<file path="src/rtl/mandelbrot_engine_sched.sv">
// Frame scheduler that shares one coordinate stream among NE mandelbrot engines
// and merges their results round-robin into a single registered output stream.
module mandelbrot_engine_sched #(
  parameter int NE   = 4,
  parameter int FPW  = 27,
  parameter int AW   = 19,
  parameter int IW   = 8,
  parameter int NPIX = 307200
) (
  input  logic             clk,
  input  logic             rst,
  input  logic             clk_en,
  input  logic             start,
  output logic             busy,
  output logic             done,
  output logic             coord_init,
  input  logic             in_vld,
  output logic             in_rdy,
  input  logic [FPW-1:0]   in_x,
  input  logic [FPW-1:0]   in_y,
  input  logic [AW-1:0]    in_adr,
  output logic [NE-1:0]    eng_vld,
  input  logic [NE-1:0]    eng_rdy,
  output logic [FPW-1:0]   eng_x,
  output logic [FPW-1:0]   eng_y,
  output logic [AW-1:0]    eng_adr,
  input  logic [NE-1:0]    res_vld,
  output logic [NE-1:0]    res_rdy,
  input  logic [NE*IW-1:0] res_niter,
  input  logic [NE*AW-1:0] res_adr,
  output logic             out_vld,
  input  logic             out_rdy,
  output logic [IW-1:0]    out_niter,
  output logic [AW-1:0]    out_adr
);

  localparam int CNTW = $clog2(NPIX + 1);
  localparam int PW   = (NE > 1) ? $clog2(NE) : 1;
  localparam logic [CNTW-1:0] NPIX_C = CNTW'(NPIX);

  typedef enum logic [2:0] {S_IDLE, S_INIT, S_RUN, S_DRAIN, S_DONE} state_t;

  state_t          state_q, state_d;
  logic [PW-1:0]   dptr_q, dptr_d, rptr_q, rptr_d;
  logic [PW-1:0]   sel, gnt;
  logic            sel_found, gnt_found;
  logic [CNTW-1:0] issued_q, issued_d, retired_q, retired_d;
  logic            out_vld_q, out_vld_d;
  logic [IW-1:0]   out_niter_q, out_niter_d;
  logic [AW-1:0]   out_adr_q, out_adr_d;
  logic            load_en, in_hs, out_hs;

  // Index k steps past base, wrapping at NE (NE need not be a power of two).
  function automatic logic [PW-1:0] wrap_add(input logic [PW-1:0] base, input int k);
    int s;
    s = int'(base) + k;
    if (s >= NE) s = s - NE;
    return PW'(s);
  endfunction

  // Pointer to the engine after p, wrapping at NE.
  function automatic logic [PW-1:0] next_ptr(input logic [PW-1:0] p);
    return (p == PW'(NE - 1)) ? '0 : p + 1'b1;
  endfunction

  // Round-robin searches: first ready engine from dptr, first finished engine from rptr.
  always_comb begin
    sel       = '0;
    sel_found = 1'b0;
    gnt       = '0;
    gnt_found = 1'b0;
    for (int k = 0; k < NE; k++) begin
      if (!sel_found && eng_rdy[wrap_add(dptr_q, k)]) begin
        sel_found = 1'b1;
        sel       = wrap_add(dptr_q, k);
      end
      if (!gnt_found && res_vld[wrap_add(rptr_q, k)]) begin
        gnt_found = 1'b1;
        gnt       = wrap_add(rptr_q, k);
      end
    end
  end

  // Handshake signals; everything is held off while the clock enable is low.
  always_comb begin
    in_rdy  = clk_en && (state_q == S_RUN) && (issued_q < NPIX_C) && sel_found;
    eng_vld = (in_rdy && in_vld) ? (NE'(1) << sel) : '0;
    in_hs   = in_rdy && in_vld;
    load_en = clk_en && ((state_q == S_RUN) || (state_q == S_DRAIN)) &&
              (!out_vld_q || out_rdy);
    res_rdy = (load_en && gnt_found) ? (NE'(1) << gnt) : '0;
    out_hs  = out_vld_q && out_rdy;
  end

  // Next-state logic for the frame FSM, counters, pointers and output register.
  always_comb begin
    state_d     = state_q;
    issued_d    = issued_q;
    retired_d   = retired_q;
    dptr_d      = dptr_q;
    rptr_d      = rptr_q;
    out_vld_d   = out_vld_q;
    out_niter_d = out_niter_q;
    out_adr_d   = out_adr_q;
    if (in_hs) begin
      issued_d = issued_q + CNTW'(1);
      dptr_d   = next_ptr(sel);
    end
    if (out_hs && (retired_q != NPIX_C)) retired_d = retired_q + CNTW'(1);
    if (load_en && gnt_found) begin
      out_vld_d   = 1'b1;
      out_niter_d = res_niter[gnt*IW +: IW];
      out_adr_d   = res_adr[gnt*AW +: AW];
      rptr_d      = next_ptr(gnt);
    end else if (out_rdy) begin
      out_vld_d = 1'b0;
    end
    case (state_q)
      S_IDLE:  if (start) state_d = S_INIT;
      S_INIT: begin
        issued_d  = '0;
        retired_d = '0;
        state_d   = S_RUN;
      end
      S_RUN:   if (issued_d == NPIX_C) state_d = S_DRAIN;
      S_DRAIN: if (retired_d == NPIX_C) state_d = S_DONE;
      S_DONE:  state_d = S_IDLE;
      default: state_d = S_IDLE;
    endcase
  end

  // State register; frozen whenever the clock enable is low.
  always_ff @(posedge clk or negedge rst) begin
    if (!rst) begin
      state_q     <= S_IDLE;
      issued_q    <= '0;
      retired_q   <= '0;
      dptr_q      <= '0;
      rptr_q      <= '0;
      out_vld_q   <= 1'b0;
      out_niter_q <= '0;
      out_adr_q   <= '0;
    end else if (clk_en) begin
      state_q     <= state_d;
      issued_q    <= issued_d;
      retired_q   <= retired_d;
      dptr_q      <= dptr_d;
      rptr_q      <= rptr_d;
      out_vld_q   <= out_vld_d;
      out_niter_q <= out_niter_d;
      out_adr_q   <= out_adr_d;
    end
  end

  // Status decodes straight from the state register.
  always_comb begin
    busy       = (state_q == S_INIT) || (state_q == S_RUN) || (state_q == S_DRAIN);
    done       = (state_q == S_DONE);
    coord_init = (state_q == S_INIT);
  end

  assign eng_x     = in_x;
  assign eng_y     = in_y;
  assign eng_adr   = in_adr;
  assign out_vld   = out_vld_q;
  assign out_niter = out_niter_q;
  assign out_adr   = out_adr_q;

endmodule

</file>
<file path="config.mk">
export PLATFORM = sky130hd
export DESIGN_NAME = mandelbrot_engine_sched
export DESIGN_NICKNAME = d
export VERILOG_FILES = /design/src/rtl/mandelbrot_engine_sched.sv
export SDC_FILE = /design/constraint.sdc
export NUM_CORES = 1
export LEC_CHECK = 0
export BUFFER_PORTS_ARGS = -buffer_cell sky130_fd_sc_hd__buf_2
export CORE_MARGIN = 1
export CORE_UTILIZATION = 30
export CTS_CLUSTER_SIZE = 8
export DETAILED_ROUTE_END_ITERATION = 16
export SETUP_SLACK_MARGIN = 0.1
export SYNTH_ARGS = -nofsm -noshare
export SYNTH_HDL_FRONTEND = slang
export SYNTH_SLANG_ARGS = --single-unit
</file>
<file path="constraint.sdc">
create_clock -name clk -period 7.3 [get_ports clk]
set_input_delay 1.46 -clock clk [delete_from_list [all_inputs] [get_ports clk]]
set_output_delay 1.46 -clock clk [all_outputs]
set_load 0.005 [all_outputs]
</file>
==> results of run 1 <==
path summary, 6_finish.rpt:
path / start / to / slack [ns] / depth (start not counted)
max in group asynchronous: rst / out_niter[1]$_DFFE_PN0P_ / 5.35 / 2
hold / removal: out_niter[3]$_DFFE_PN0P_ / out_niter[3]$_DFFE_PN0P_ / 0.47 / 2
min in group asynchronous: rst / retired_q[2]$_DFFE_PN0P_ / 1.05 / 1
hold reg to reg: out_niter[3]$_DFFE_PN0P_ / out_niter[3]$_DFFE_PN0P_ / 0.47 / 2
setup / recovery: clk_en / eng_vld[1] / 2.61 / 6
setup reg to reg: retired_q[0]$_DFFE_PN0P_ / state_q[0]$_DFFE_PN0P_ / 4.34 / 8
metrics by stage:
stage | hold WS, ns | cells
final | 0.474 | 1081
after global routing | 0.496 | 1081
after CTS | 0.480 | 1080
after detailed placement | 0.468 | 1064
after global placement | 0.458 | 1064
after floorplan | 0.471 | 785
worst min-delay path: cells and delay by family, from the launching register on:
family	cells	cell delay [ns]
AND/OR/NAND/NOR	1	0.05
flip-flops	1	0.33
AO/OA/AOI/OAI	1	0.06
power by group through the flow:
stage               clock network, mW  registers (mW)  logic (mW)
global route                    0.497           0.616       0.688
CTS                             0.478           0.599       0.613
floorplan                           0           0.586       0.404
detailed placement                  0           0.602       0.614
global placement                    0           0.605       0.601
finish                          0.460           0.599       0.595
cell families after synthesis:
logic type,synth area share [%]
simple gates,29.2
flops,31.9
buf+inv,14.1
fa+ha+maj,2.40
mux,1.46
xor+xnor,1.38
compound gates,19.6
routing by layer:
metal | vias to the layer above | global-route usage (%)
met5 | - | 0
met4 | 2 | 6.19
met3 | 38 | 5.13
met2 | 173 | 28.6
met1 | 2600 | 20.7
li1 | 2757 | -
cells in the mapped netlist (all sizes together) (5+ instances only):
| master | instances |
|---|---|
| nor2 | 33 |
| inv | 19 |
| nand3 | 44 |
| nor4 | 6 |
| a22o | 6 |
| a21oi | 19 |
| dfrtp | 73 |
| clkbuf | 39 |
| and3 | 14 |
| a31oi | 9 |
| nand2b | 6 |
| xnor2 | 6 |
| nand2 | 197 |
| nor3 | 12 |
| buf | 82 |
| nand4 | 17 |
| o211ai | 7 |
| mux2i | 5 |
| o21ai | 97 |
| or3 | 8 |
| ha | 11 |
| o21a | 6 |
| and2 | 6 |
| o31ai | 15 |
sequential cells by signal, summed over array words and instances (netlist names):
| name | count |
|---|---|
| dptr_q | 2 |
| issued_q | 19 |
| out_adr | 19 |
| out_niter | 8 |
| out_vld | 1 |
| retired_q | 19 |
| rptr_q | 2 |
| state_q | 3 |
cells in the final DEF, fill, tap and decap left out, types with 11 or more instances in the layout:
cell / count
sky130_fd_sc_hd__dfrtp_1: 73
sky130_fd_sc_hd__nand2_1: 197
sky130_fd_sc_hd__nand3_1: 43
sky130_fd_sc_hd__a21oi_1: 19
sky130_fd_sc_hd__o21ai_0: 97
sky130_fd_sc_hd__o31ai_1: 14
sky130_fd_sc_hd__inv_1: 18
sky130_fd_sc_hd__nand4_1: 16
sky130_fd_sc_hd__ha_1: 11
sky130_fd_sc_hd__and3_1: 14
sky130_fd_sc_hd__buf_2: 160
sky130_fd_sc_hd__nor2_1: 33
layout make-up:
class                           count  share of cell area (%)
Antenna cell                        1                  0.0387
Clock buffer                       14                    4.24
Clock inverter                      2                   0.542
Inverter                           20                    1.18
Multi-Input combinational cell    571                    48.2
Sequential cell                    73                    28.2
Tap cell                          234                    4.53
Timing Repair Buffer              166                    13.1
==> impl_metrics.tcl, run 1 <==
set metrics [dict create \
    status "finished, final reports clean" \
    power.switching_fraction_pct 37.4 \
    overflow 0 \
    share_clk_of_total_power_pct 27.8 \
    die_width_um 140 \
    grt_pass1_vias 5160 \
    path_cells "buf_2 > nand3b_1 > a2111o_1 > clkinv_2 > and3_1 > buf_2" \
    ctsHtreeMaxLevel 3 \
    worstSkewPairLatency_ns 0.34 \
    hold_buffers 0 \
    ratio_of_cells_with_drive_above_1_in_the_final_layout_pct 23.5 \
    critical-path-top-cell-by-count "sky130_fd_sc_hd__buf_2" \
    wl_met2_um 8000 \
    multi_input_combinational_cell_area_sq_um 3120 \
    power.share.sequential_pct 36.2 \
    initialDrtViolationCount 320 \
    1st_pass_router_iterations 5 \
    seq_area_sq_um 1830 \
    grt_pass1_wl_um 26600 \
    asyncSetResetFlopFracSynth_pct 100 \
    power_mw 1.65 \
    finish.utilization_pct 34.6 \
    post_cts.resized_instances 0 \
    detailed_place.area_sq_um 6160 \
    leakagePower_nw 3.05 \
    crit_path_start_kind "input port" \
    routed_wirelength_um 16500 \
    cell_internal_pwr_mw 1.03 \
    synth.distinct_cells 65 \
    synth-edff-count 0 \
    wl_per_cell_um 15.3 \
    worstPathRequired_ns 5.84 \
    place_ws_ns 2.59 \
    grt_max_degree 64 \
    port_buffers 161 \
    fin_area_sq_um 6470 \
    final_min_period_over_clock_period_pct 64.2 \
    gpl.final_weighted_congestion 0.907 \
    cp_slowest_cell "sky130_fd_sc_hd__a2111o_1" \
    finalSetupTns_ns 0 \
    root_buffer "sky130_fd_sc_hd__clkbuf_16" \
    post_layout_nets 1047 \
    rows 50 \
    die_y_um 140 \
    worstPathArrival_ns 3.23 \
    final-hold-violation-count 0 \
    peakVddDrop_mv 0.113 \
    clkTransAtPathRegs_ns 0.05 \
    via_per_inst 5.15 \
    holdCritPathClass "reg -> reg" \
    number_of_warning_messages_in_the_yosys_log 0 \
    vias_after_detailed_routing 5570 \
    max_clock_freq_mhz 213 \
    fp.coreArea_sq_um 18700 \
    place.detailed.hpwl_um 12200 \
    io-pin-count 308 \
    synth.yosys.seq_area_share_pct 31.9 \
    die_area_sq_um 19700 \
    initial_utilization_pct 30.6 \
    route.top_layer_used "met5" \
    worst_slew_pin_slew_ns 0.920 \
    yosys.area.top_type_share_pct 31.9 \
    netSwitchingPower_mw 0.619 \
    maxCapViolations 0 \
    clock-skew-final_ns 0.00795 \
    final-max-slew-violation-count 0 \
    synth_top_flop_cell "sky130_fd_sc_hd__dfrtp_1" \
    tritoncts "built" \
    fillCellCount 2010 \
    critical_path_buf_inv_count 3 \
    post-route-worst-setup-slack_ns 2.61 \
    drc 0 \
    cp-end-kind "output pin" \
    power.density_cell_area_nw_per_um2 256 \
    final_period_demand_of_the_worst_path_ns 4.69 \
    relSlewSlack_pct 38.6 \
    cpPeakStageDelay_ns 0.50 \
    post_synth.cell_area_avg_sq_um 7.30 \
    met3RoutedLength_um 991 \
    yosys_register_bits 73 \
    max-clock-path-buffers 2 \
    post-cts-setup-buffers 0 \
    syn-num-nets 991 \
    p_comb_share_pct 36.0 \
    class_of_the_most_critical_setup_path "in -> out" \
    post_route_ant_nets 0 \
    global_route.usage.total_pct 17.1 \
    synthesis.area_sq_um 5730 \
    path_delay_family "buffers and inverters" \
    inserted_clock_buffers 9 \
    setup_violations 0 \
    cts_sinks 73 \
    antenna_found_initial 2 \
    cp_max_fo 33 \
    drt-met1-wl_um 7100 \
    setup_repair_after_global_routing_missed_its_margin "false" \
    cell_type_contributing_the_most_total_cell_area_after_synthesis "sky130_fd_sc_hd__dfrtp_1" \
    netlist_instances 785 \
    yosys-top-cells-area "sky130_fd_sc_hd__dfrtp_1 32%, sky130_fd_sc_hd__nand2_1 13%, sky130_fd_sc_hd__buf_4 9.6%" \
    syn2layout_area_growth_pct 12.8 \
]
No activity file was read; power rests on OpenSTA's default activity.
==> run 2: changes to the inputs <==
- clock period: 7.3 -> 4.9 ns (I/O delays scaled with it)
==> impl_metrics.tcl, run 2 (synthesis gave the netlist of run 1 again) <==
set metrics [dict create \
    status "finished, final reports clean" \
    grt_pass1_vias 5245 \
    cp-end-kind "output pin" \
    grt.met1_usage_pct 20.9 \
    setup_violations 0 \
    grt_pass1_wl_um 27600 \
    finish.utilization_pct 34.6 \
    die_y_um 140 \
    die_width_um 140 \
    io-pin-count 308 \
    wl_per_cell_um 15.9 \
    inserted_clock_buffers 9 \
    clkTransAtPathRegs_ns 0.05 \
    hold_buffers 0 \
    1st_pass_router_iterations 5 \
    final_common_cell "sky130_fd_sc_hd__nand2_1" \
    tightest_hold_margin_ns 0.474 \
    global_route.usage.total_pct 17.8 \
    post_layout_nets 1049 \
    tritoncts "built" \
    holdCritPathClass "reg -> reg" \
    post_cts.resized_instances 0 \
    relSlewSlack_pct 35.3 \
    worstSkewPairLatency_ns 0.35 \
    ratio_of_cells_with_drive_above_1_in_the_final_layout_pct 23.8 \
    worstPathArrival_ns 2.65 \
    gpl.final_weighted_congestion 0.877 \
    max-clock-path-buffers 2 \
    die_area_sq_um 19700 \
    regToRegEndpoint "state_q[0]$_DFFE_PN0P_" \
    r2r.worst_path.cells 8 \
    maxCapViolations 0 \
    final_period_demand_of_the_worst_path_ns 3.63 \
    global_route.peak_usage_layer "met2" \
    vias_after_detailed_routing 5519 \
    final-max-slew-violation-count 0 \
    post_route_ant_nets 0 \
    path_delay_family "compound AO/OA/AOI/OAI gates" \
    worst_slew_pin_slew_ns 0.970 \
    class_of_the_most_critical_setup_path "in -> out" \
    drc 0 \
    cpPeakStageDelay_ns 0.69 \
    routed_wirelength_um 17300 \
    timing.hold.worst_endpoint "out_adr[1]$_DFFE_PN0P_" \
    initialDrtViolationCount 334 \
    grt_max_degree 74 \
    syn2layout_area_growth_pct 12.9 \
    root_buffer "sky130_fd_sc_hd__clkbuf_16" \
    power.density_cell_area_nw_per_um2 382 \
    clock-skew-final_ns 0.00887 \
    rr_startpoint "retired_q[0]$_DFFE_PN0P_" \
    overflow 0 \
    ctsHtreeMaxLevel 3 \
    port_buffers 161 \
    hp-start "out_adr[1]$_DFFE_PN0P_" \
    critical_path_buf_inv_count 4 \
    crit_path_start_kind "input port" \
    met3_usage_pct 4.48 \
    leakagePower_nw 3.05 \
    cp_max_fo 14 \
    place.detailed.hpwl_um 12500 \
    fp.coreArea_sq_um 18700 \
    rows 50 \
    groute.layer.met2.usage_pct 31.1 \
    setup_repair_after_global_routing_missed_its_margin "false" \
    cts_sinks 73 \
    peakVddDrop_mv 0.152 \
    finalSetupTns_ns 0 \
    via_per_inst 5.10 \
    worstHoldPathCells 2 \
    max_clock_freq_mhz 276 \
    antenna_found_initial 2 \
    initial_utilization_pct 30.6 \
    worstPathRequired_ns 3.92 \
    power_mw 2.47 \
    post-cts-setup-buffers 0 \
    critical-path-top-cell-by-count "sky130_fd_sc_hd__buf_2" \
    reg2reg_slack_ns 1.99 \
    final-hold-violation-count 0 \
    path_cells "buf_2 > o21ai_0 > a211oi_4 > inv_2 > ha_1 > inv_1 > nor2_1 > buf_2" \
    cp_slowest_cell "sky130_fd_sc_hd__a211oi_4" \
    layout_common_cells "197 x sky130_fd_sc_hd__nand2_1, 160 x sky130_fd_sc_hd__buf_2, 97 x sky130_fd_sc_hd__o21ai_0" \
    final_min_period_over_clock_period_pct 74.0 \
]
-- run 2: changes by cell type in the layout (fill, tap and decap cells not counted) --
cell,delta
sky130_fd_sc_hd__clkbuf_1,-1
sky130_fd_sc_hd__clkbuf_8,-2
sky130_fd_sc_hd__clkinvlp_4,+2
sky130_fd_sc_hd__clkinv_2,+1
sky130_fd_sc_hd__buf_4,+2
-- run 2: worst min-delay path, cell delays in order (launching register included) --
cell	delay [ns]
sky130_fd_sc_hd__dfrtp_1	0.34
sky130_fd_sc_hd__nand2_1	0.04
sky130_fd_sc_hd__o21ai_0	0.06
-- run 2: layout make-up --
cell class,count,area (sq um)
multi-input cells,571,3120
clock inverters,5,55.1
repair buffers,168,861
flip-flops and latches,73,1830
diodes,1,2.50
clock buffers,11,243
well taps,234,293
inverters,20,76.3
fillers,2024,12200
-- run 2: per-layer routing --
layer | vias up | part of all wire [%]
met3 | 42 | 5.9
met2 | 185 | 49
met5 | - | 0.075
met1 | 2523 | 42
li1 | 2767 | -
met4 | 2 | 2.7
-- run 2: power by group --
part | internal [mW] | switching, mW | total (mW) | leakage [nW]
logic | 0.361 | 0.544 | 0.904 | 1.96
registers | 0.752 | 0.140 | 0.892 | 0.947
clock network | 0.407 | 0.269 | 0.675 | 0.142
total | 1.52 | 0.952 | 2.47 | 3.05
-- run 2: worst max path at each step --
stage	start	endpoint	slack (ns)	depth (start not counted)
floorplan	res_vld[0]	res_rdy[3]	1.57	8
finish	res_vld[3]	res_rdy[0]	1.27	8
CTS	res_vld[3]	res_rdy[0]	1.24	8
detailed placement	res_vld[3]	res_rdy[0]	1.24	8
global placement	res_vld[3]	res_rdy[1]	1.29	8
global route	res_vld[3]	res_rdy[1]	1.10	8
-- run 2: stage by stage --
step / instances / setup WS [ns] / instance area (sq um)
6_report: 1083 / 1.27 / 6470
5_1_grt: 1083 / 1.10 / 6470
4_1_cts: 1082 / 1.24 / 6470
3_5_place_dp: 1066 / 1.24 / 6170
3_3_place_gp: 1066 / 1.29 / 6170
2_1_floorplan: 785 / 1.57 / 5730
